===== src/rtl/fft8_bitrev_buffer.sv =====
// Input reorder stage for the 8-point FFT: natural-order complex samples in,
// bit-reversed frames out. Two ping-pong banks let one frame load while the
// previous frame drains. Data words are stored and returned bit-exact.
module fft8_bitrev_buffer #(
  parameter int DATA_W   = 32,
  parameter int N_POINTS = 8
) (
  input  logic              i_clk,
  input  logic              i_rst,
  input  logic              i_valid,
  output logic              o_ready,
  input  logic [DATA_W-1:0] i_data_re,
  input  logic [DATA_W-1:0] i_data_im,
  input  logic              i_last,
  output logic              o_valid,
  input  logic              i_ready,
  output logic [DATA_W-1:0] o_data_re,
  output logic [DATA_W-1:0] o_data_im,
  output logic [2:0]        o_index,
  output logic              o_last,
  output logic              o_frame_err
);

  localparam int         ENTRY_W   = 2 * DATA_W;
  localparam logic [2:0] LAST_SLOT = 3'(N_POINTS - 1);

  logic [ENTRY_W-1:0] bank0 [8];
  logic [ENTRY_W-1:0] bank1 [8];
  logic [1:0]         full;
  logic               wr_bank;
  logic               rd_bank;
  logic [2:0]         wr_cnt;
  logic [2:0]         rd_cnt;

  logic               in_xfer;
  logic               out_xfer;
  logic               wr_done;
  logic               rd_done;
  logic [2:0]         wr_addr;
  logic [ENTRY_W-1:0] rd_entry;

  // Handshake qualifiers and the bit-reversed write address
  assign in_xfer  = i_valid && o_ready;
  assign out_xfer = o_valid && i_ready;
  assign wr_done  = in_xfer && (wr_cnt == LAST_SLOT);
  assign rd_done  = out_xfer && (rd_cnt == LAST_SLOT);
  assign wr_addr  = {wr_cnt[0], wr_cnt[1], wr_cnt[2]};

  // Ready looks only at the registered flag: a bank freed this cycle is
  // offered to the producer one cycle later.
  assign o_ready  = !i_rst && !full[wr_bank];

  // Read side is a plain mux of the draining bank
  assign rd_entry  = rd_bank ? bank1[rd_cnt] : bank0[rd_cnt];
  assign o_valid   = full[rd_bank];
  assign o_data_re = rd_entry[ENTRY_W-1:DATA_W];
  assign o_data_im = rd_entry[DATA_W-1:0];
  assign o_index   = rd_cnt;
  assign o_last    = o_valid && (rd_cnt == LAST_SLOT);

  // Sample storage; a write lands at the bit-reversed slot of its input index
  always_ff @(posedge i_clk) begin
    if (i_rst) begin
      for (int i = 0; i < 8; i++) begin
        bank0[i] <= '0;
        bank1[i] <= '0;
      end
    end else if (in_xfer) begin
      if (wr_bank) bank1[wr_addr] <= {i_data_re, i_data_im};
      else         bank0[wr_addr] <= {i_data_re, i_data_im};
    end
  end

  // Write pointer: counts input transfers, hands the bank over after slot 7
  always_ff @(posedge i_clk) begin
    if (i_rst) begin
      wr_cnt  <= '0;
      wr_bank <= 1'b0;
    end else if (in_xfer) begin
      wr_cnt <= wr_cnt + 3'd1;
      if (wr_done) wr_bank <= ~wr_bank;
    end
  end

  // Read pointer: counts output transfers, moves to the other bank after slot 7
  always_ff @(posedge i_clk) begin
    if (i_rst) begin
      rd_cnt  <= '0;
      rd_bank <= 1'b0;
    end else if (out_xfer) begin
      rd_cnt <= rd_cnt + 3'd1;
      if (rd_done) rd_bank <= ~rd_bank;
    end
  end

  // Bank-full flags; a write can never complete into the bank being drained,
  // so a set and a clear in the same cycle always target different bits.
  always_ff @(posedge i_clk) begin
    if (i_rst) begin
      full <= '0;
    end else begin
      if (wr_done) full[wr_bank] <= 1'b1;
      if (rd_done) full[rd_bank] <= 1'b0;
    end
  end

  // Framing monitor: i_last must coincide exactly with the 8th transfer
  always_ff @(posedge i_clk) begin
    if (i_rst) begin
      o_frame_err <= 1'b0;
    end else begin
      o_frame_err <= in_xfer && (i_last != (wr_cnt == LAST_SLOT));
    end
  end

endmodule


===== config.mk =====
export PLATFORM = sky130hd
export DESIGN_NAME = fft8_bitrev_buffer
export DESIGN_NICKNAME = d
export VERILOG_FILES = /design/src/rtl/fft8_bitrev_buffer.sv
export SDC_FILE = /design/constraint.sdc
export NUM_CORES = 1
export LEC_CHECK = 0
export ABC_AREA = 1
export BUFFER_PORTS_ARGS = -buffer_cell sky130_fd_sc_hd__buf_2
export CAP_MARGIN = 5
export CELL_PAD_IN_SITES_DETAIL_PLACEMENT = 1
export CELL_PAD_IN_SITES_GLOBAL_PLACEMENT = 2
export CORE_MARGIN = 5
export CORE_UTILIZATION = 40
export CTS_BUF_LIST = sky130_fd_sc_hd__clkbuf_16
export CTS_CLUSTER_DIAMETER = 150
export CTS_CLUSTER_SIZE = 24
export DETAILED_ROUTE_END_ITERATION = 12
export PLACE_DENSITY = 0.85
export SYNTH_ARGS = -nofsm -noshare
export SYNTH_HDL_FRONTEND = slang
export SYNTH_SLANG_ARGS = --single-unit

===== constraint.sdc =====
create_clock -name i_clk -period 4.1 [get_ports i_clk]
set_clock_uncertainty 0.1 [all_clocks]
set_input_delay 0 -clock i_clk [delete_from_list [all_inputs] [get_ports i_clk]]
set_output_delay 0 -clock i_clk [all_outputs]
set_load 0.005 [all_outputs]

==> metrics.yaml, run 1 <==
worst_setup_path:
  critPathArrivalTime_ps: 3120
  critPathKind: "reg -> out"
  reg2reg_from: "wr_bank$_SDFFE_PP0P_"
  worstSetupEndpointType: "primary output"
  r2r_end: "bank0[5][42]$_SDFFCE_PN0P_"
  required_ps: 4000
  path_max_fanout: 191
  reg2reg_depth: 7
  rrSetupSlack_ps: 890
  start_kind: "register"
die:
  die_w_um: 362
  coreArea_um2: 123000
  die_area_um2: 131000
  rows: 129
  initial_core_util: 0.402
  ios: 140
  die_h_um: 362
yosys:
  syn-mean-instance-area_um2: 9.00
  yosys-top-cells-count: "nand2_1, edfxtp_1, nor2_1"
  yosys.area.top_type: "edfxtp_1"
  synth-compound-area-share: 0.000935
  ys_async_sr_fraction: 0
  synth_top_cell_area_share: 0.621
  synth_most_common_cell: "nand2_1"
  muxShareOfSynthArea: 0
  synth_edf_count: 1024
  ys_warn_count: 0
  synth_area_um2: 49500
  synthCells: 5504
  ys_seq_area_frac: 0.627
  ys_ff_latch: 1038
  synthDistinctLibCells: 21
  synth_top_family_by_area: "simple AND/OR/NAND/NOR gates"
  synth-xor-area-share: 0.000354
  synth-simple-area-share: 0.265
  synth_fp_nets: 5581
  synth_ff_type: "edfxtp_1"
  synth_fa_ha_area_frac: 0.00202
  synth_area_leaders: "edfxtp_1, nand2_1, nand3_1, nor2_1, inv_1"
clocking:
  post_cts_buffers: 0
  clockBufferDepth: 3
  cts_made_buffers: 49
  ctsRootBufferMaster: "clkbuf_16"
  path_clk_slew_ps: 100
  clk_latency_ps: 690
  clock-sinks: 1038
  cts_tree: "yes"
  htree_levels: 2
global_routing:
  grt_antenna_before_repair: 2
  grt_pass1_vias: 38300
  globalRouteOverflowTotal: 0
  grt_pass1_wl_um: 239000
  grtUsageTotal: 0.240
  grt_max_degree: 192
outcome:
  status: "finished, final reports clean"
power_and_ir_drop:
  power_density_nw_per_um2: 358
  ir_drop_uv: 318
  leakage_nw: 23.8
timing:
  worst_pin_slew_ps: 1210
  slew_headroom: 0.192
  setup_viol: 0
  period_minus_slack_ps: 3220
  max_freq_mhz: 311
  tns_ps: 0
  hold_viol_final: 0
  drv_slew: 0
  fin_ws_ps: 884
  rsz0062_at_grt: "false"
  period_share: 0.784
layout:
  syn2layout_area_growth_pct: 8.16
  fin_nets: 5530
  layout-drive-gt1-share: 0.0629
worst_hold_path:
  worstHoldStart: "i_ready"
  hold_depth: 5
  worstHoldEndpoint: "full[0]$_SDFF_PP0_"
  hold_class: "in -> reg"
placed_design:
  globalplace.congestion: 0.763
  dpl_worst_slack_ps: 968
  place_hpwl_um: 89500
  place.port_buffers: 139
drt:
  wirelength_um: 160000
  viasPerCell: 5.22
  first_pass_iters: 5
  ant_nets: 0
  drc: 0
  drt-initial-drc-count: 3126
  wl_per_cell_um: 22.5
  vias: 37100
run:
  maxCapViolations: 0
==> per-layer routing <==
layer	track usage	share of wire	wire (um)
met1	0.320	0.43	68300
met5	0	0.000081	13
met4	0.0673	0.028	4490
met2	0.414	0.49	77700
met3	0.0300	0.059	9470
==> critical path: stages, from the launching register on <==
cell     delay (ps)
dfxtp_4         640
buf_12          630
nand2_1         100
nand2_1         130
nand2_1          70
nand3_1         110
nand3_1          70
nand2_1         170
buf_2           140
==> cells in the final DEF (no fill, tap or decap), types with 6 or more instances in the layout <==
cell,synthesis,routed
a21oi_1,6,6
buf_12,0,30
buf_2,17,139
buf_4,0,49
clkbuf_16,0,51
dfxtp_1,14,10
dlygate4sd3_1,0,70
edfxtp_1,1024,1024
ha_1,8,8
inv_1,850,865
nand2_1,1389,1359
nand2_4,1,31
nand3_1,771,771
nor2_1,1007,1007
nor2_2,30,30
==> cells by family after synthesis <==
family,count (synthesis)
AO/OA/AOI/OAI,9
XOR/XNOR,2
adder cells (fa/ha/maj),8
buffers and inverters,1242
flip-flops,1038
AND/OR/NAND/NOR,3205
==> how the worst max path moves through the flow <==
stage / from / end / slack, ps / cells after the start
3_5_place_dp: wr_bank$_SDFFE_PP0P_ / bank0[5][35]$_SDFFCE_PN0P_ / 970 / 7
5_1_grt: register / o_data_im[11] / 690 / 9
3_3_place_gp: wr_bank$_SDFFE_PP0P_ / bank0[5][35]$_SDFFCE_PN0P_ / 970 / 7
2_1_floorplan: wr_bank$_SDFFE_PP0P_ / bank0[0][0]$_SDFFCE_PN0P_ / 830 / 8
6_report: register / o_data_re[29] / 880 / 8
4_1_cts: register / o_data_im[11] / 800 / 8
==> flip-flops by register name, indices dropped and copies added, names as in the netlist, named ones only <==
signal       flops
full             2
wr_bank          1
rd_bank          1
o_index          3
bank1          512
wr_cnt           3
bank0          512
o_frame_err      1
==> metrics by stage <==
step            util  cell area (um2)  std cells  hold WS [ps]  total power, mW
2_1_floorplan      -            49500       5504         -30.9             13.0
3_3_place_gp   0.417            51500       6969           195             13.6
3_5_place_dp   0.417            51500       6969           188             13.6
4_1_cts        0.434            53600       7110          70.1             19.3
5_1_grt        0.434            53600       7110           148             19.8
6_report       0.434            53600       7111           136             19.2
==> what timing repair did <==
| action | 4_1_cts | 5_1_grt |
|---|---|---|
| gates resized for setup | 0 | 0 |
| hold buffers | 70 | 0 |
| hold endpoints to repair | 1032 | 0 |
==> power breakdown <==
group / leakage, nW / switching [mW] / internal (mW)
combinational: 12.4 / 0.937 / 0.340
clock: 0.739 / 3.48 / 2.27
sequential: 10.7 / 0.113 / 12.0
==> cell type report <==
cell class / instances / area, um2
sequential: 1038 / 31000
fill: 14300 / 69800
tap: 1637 / 2050
timing repair buffer: 288 / 2360
inverter: 852 / 3220
multi-input combinational: 3224 / 13500
clock inverter: 20 / 96.3
clock buffer: 51 / 1280
antenna: 1 / 2.50
Power figures use the tool's default switching activity.
==> inputs of run 2 (changes only) <==
==> constraint.sdc (replaced) <==
create_clock -name i_clk -period 3.2 [get_ports i_clk]
set_clock_uncertainty 0.1 [all_clocks]
set_input_delay 0 -clock i_clk [delete_from_list [all_inputs] [get_ports i_clk]]
set_output_delay 0 -clock i_clk [all_outputs]
set_load 0.005 [all_outputs]
==> run 2 against run 1 <==
  * Core utilization rose by 0.37 points
  * Sequential share of layout area decreased by 0.50 points
  * Flip-flop and latch count did not move
  * Sequential power increased by 28%
  * Clock-buffer cell count is the same
  * Critical endpoint is now o_data_im[28]
  * Largest power group unchanged
==> metrics.yaml, run 2 (synthesis gave the netlist of run 1 again) <==
outcome:
  status: "finished, final reports clean"
timing:
  tns_ps: 0
  period_share: 0.938
  drv_slew: 0
  rsz0062_at_grt: "false"
  period_minus_slack_ps: 3000
  slew_headroom: 0.246
  max_freq_mhz: 333
  hold_viol_final: 0
  setup_viol: 0
  worst_pin_slew_ps: 1130
global_routing:
  grt_pass1_wl_um: 238000
  globalRouteOverflowTotal: 0
  met3_usage: 0.0308
  grtUsageTotal: 0.239
  grtUsageMet1: 0.325
  grt_max_degree: 134
  busiest_layer: "met2"
  grt_antenna_before_repair: 2
  met2_usage: 0.408
  grt_pass1_vias: 38600
clocking:
  ctsRootBufferMaster: "clkbuf_16"
  cts_tree: "yes"
  clock-sinks: 1038
  clk_latency_ps: 690
  path_clk_slew_ps: 100
  htree_levels: 2
  clockBufferDepth: 3
  cts_made_buffers: 49
worst_setup_path:
  worstPathCellList: "buf_12 -> buf_4 -> nand2_1 -> nand3_1 -> nand3_1 -> nand3_1 -> nand2_1 -> buf_2"
  cp_slowest_cell: "dfxtp_4"
  reg2reg_depth: 7
  path_max_fanout: 41
  crit_buf_inv: 3
  critPathKind: "reg -> out"
  critPathArrivalTime_ps: 2900
  cpMostUsedCell: "nand3_1"
  required_ps: 3100
  crit_family: "buffers and inverters"
  start_kind: "register"
  path_depth: 8
  critPathMaxStageDelay_ps: 640
  worstSetupEndpointType: "primary output"
layout:
  layout_commonest_cell: "nand2_1"
  fin_nets: 5551
  syn2layout_area_growth_pct: 9.09
  layout_common_cells: "nand2_1, edfxtp_1, nor2_1"
  largestRegisters: "bank0 (512), bank1 (512)"
  layout-drive-gt1-share: 0.0664
  fin_util: 0.438
worst_hold_path:
  hold_depth: 5
  hold_class: "in -> reg"
die:
  ios: 140
  initial_core_util: 0.402
  coreArea_um2: 123000
  die_h_um: 362
  die_area_um2: 131000
  rows: 129
  die_w_um: 362
drt:
  drc: 0
  drt-initial-drc-count: 3427
  ant_nets: 0
  wl_per_cell_um: 22.2
  first_pass_iters: 7
  wirelength_um: 158000
  vias: 37200
  viasPerCell: 5.22
placed_design:
  place_hpwl_um: 85800
  place.port_buffers: 139
  globalplace.congestion: 0.753
power_and_ir_drop:
  ir_drop_uv: 408
  leakage_nw: 24.0
  power_density_nw_per_um2: 455
run:
  maxCapViolations: 0
-- run 2: cell types whose count changed in the layout (fill, tap and decap cells not counted), sizes merged --
cell	delta
buf	+21
inv	+2
-- run 2: layout make-up --
class,instances,area [um2]
Clock buffer,51,1280
Inverter,852,3230
Antenna cell,1,2.50
Tap cell,1637,2050
Timing Repair Buffer,309,2810
Fill cell,14300,69300
Clock inverter,22,104
Multi-Input combinational cell,3224,13500
Sequential cell,1038,31000
-- run 2: tightest hold or removal path: stages --
cell	delay, ps
dlygate4sd3_1	520
buf_2	130
nand4_1	90
nand2_1	60
a21oi_1	30
-- run 2: timing repair --
| item | 4_1_cts | 5_1_grt |
|---|---|---|
| buffers inserted | 0 | 0 |
| gates resized for setup | 0 | 2 |
| hold buffers | 70 | 0 |
| endpoints found under the setup margin | 0 | 12 |
| hold endpoints to repair | 1040 | 0 |
-- run 2: stage by stage --
stage	setup WS (ps)	cell area, um2	hold slack, ps	instances	power (mW)
detailed placement	479	51900	173	6990	17.5
global route	4.21	54000	119	7133	25.4
finish	197	54000	100	7134	24.6
global placement	563	51900	168	6990	17.4
CTS	77.6	54000	51.4	7133	24.7
floorplan	136	49600	-30.9	5504	16.7
-- run 2: layer usage --
| metal | vias to the layer above | wire, um |
|---|---|---|
| met5 | - | 19 |
| met4 | 4 | 4050 |
| met3 | 200 | 9090 |
| met2 | 1024 | 76200 |
| met1 | 18900 | 69000 |
| li1 | 17100 | - |
-- run 2: path summary, 6_finish.rpt --
kind / slack [ps] / endpoint / start
setup / recovery: 200 / o_data_im[28] / register
hold / removal: 100 / full[0]$_SDFF_PP0_ / i_ready
setup reg to reg: 420 / bank0[5][43]$_SDFFCE_PN0P_ / wr_bank$_SDFFE_PP0P_
hold reg to reg: 370 / full[1]$_SDFF_PP0_ / full[1]$_SDFF_PP0_
-- run 2: power by group --
part | total (mW) | internal (mW) | switching [mW] | leakage (nW)
Sequential | 15.5 | 15.4 | 0.143 | 10.7
Combinational | 1.68 | 0.471 | 1.21 | 12.6
Clock | 7.34 | 2.91 | 4.44 | 0.749
Total | 24.6 | 18.8 | 5.78 | 24.0
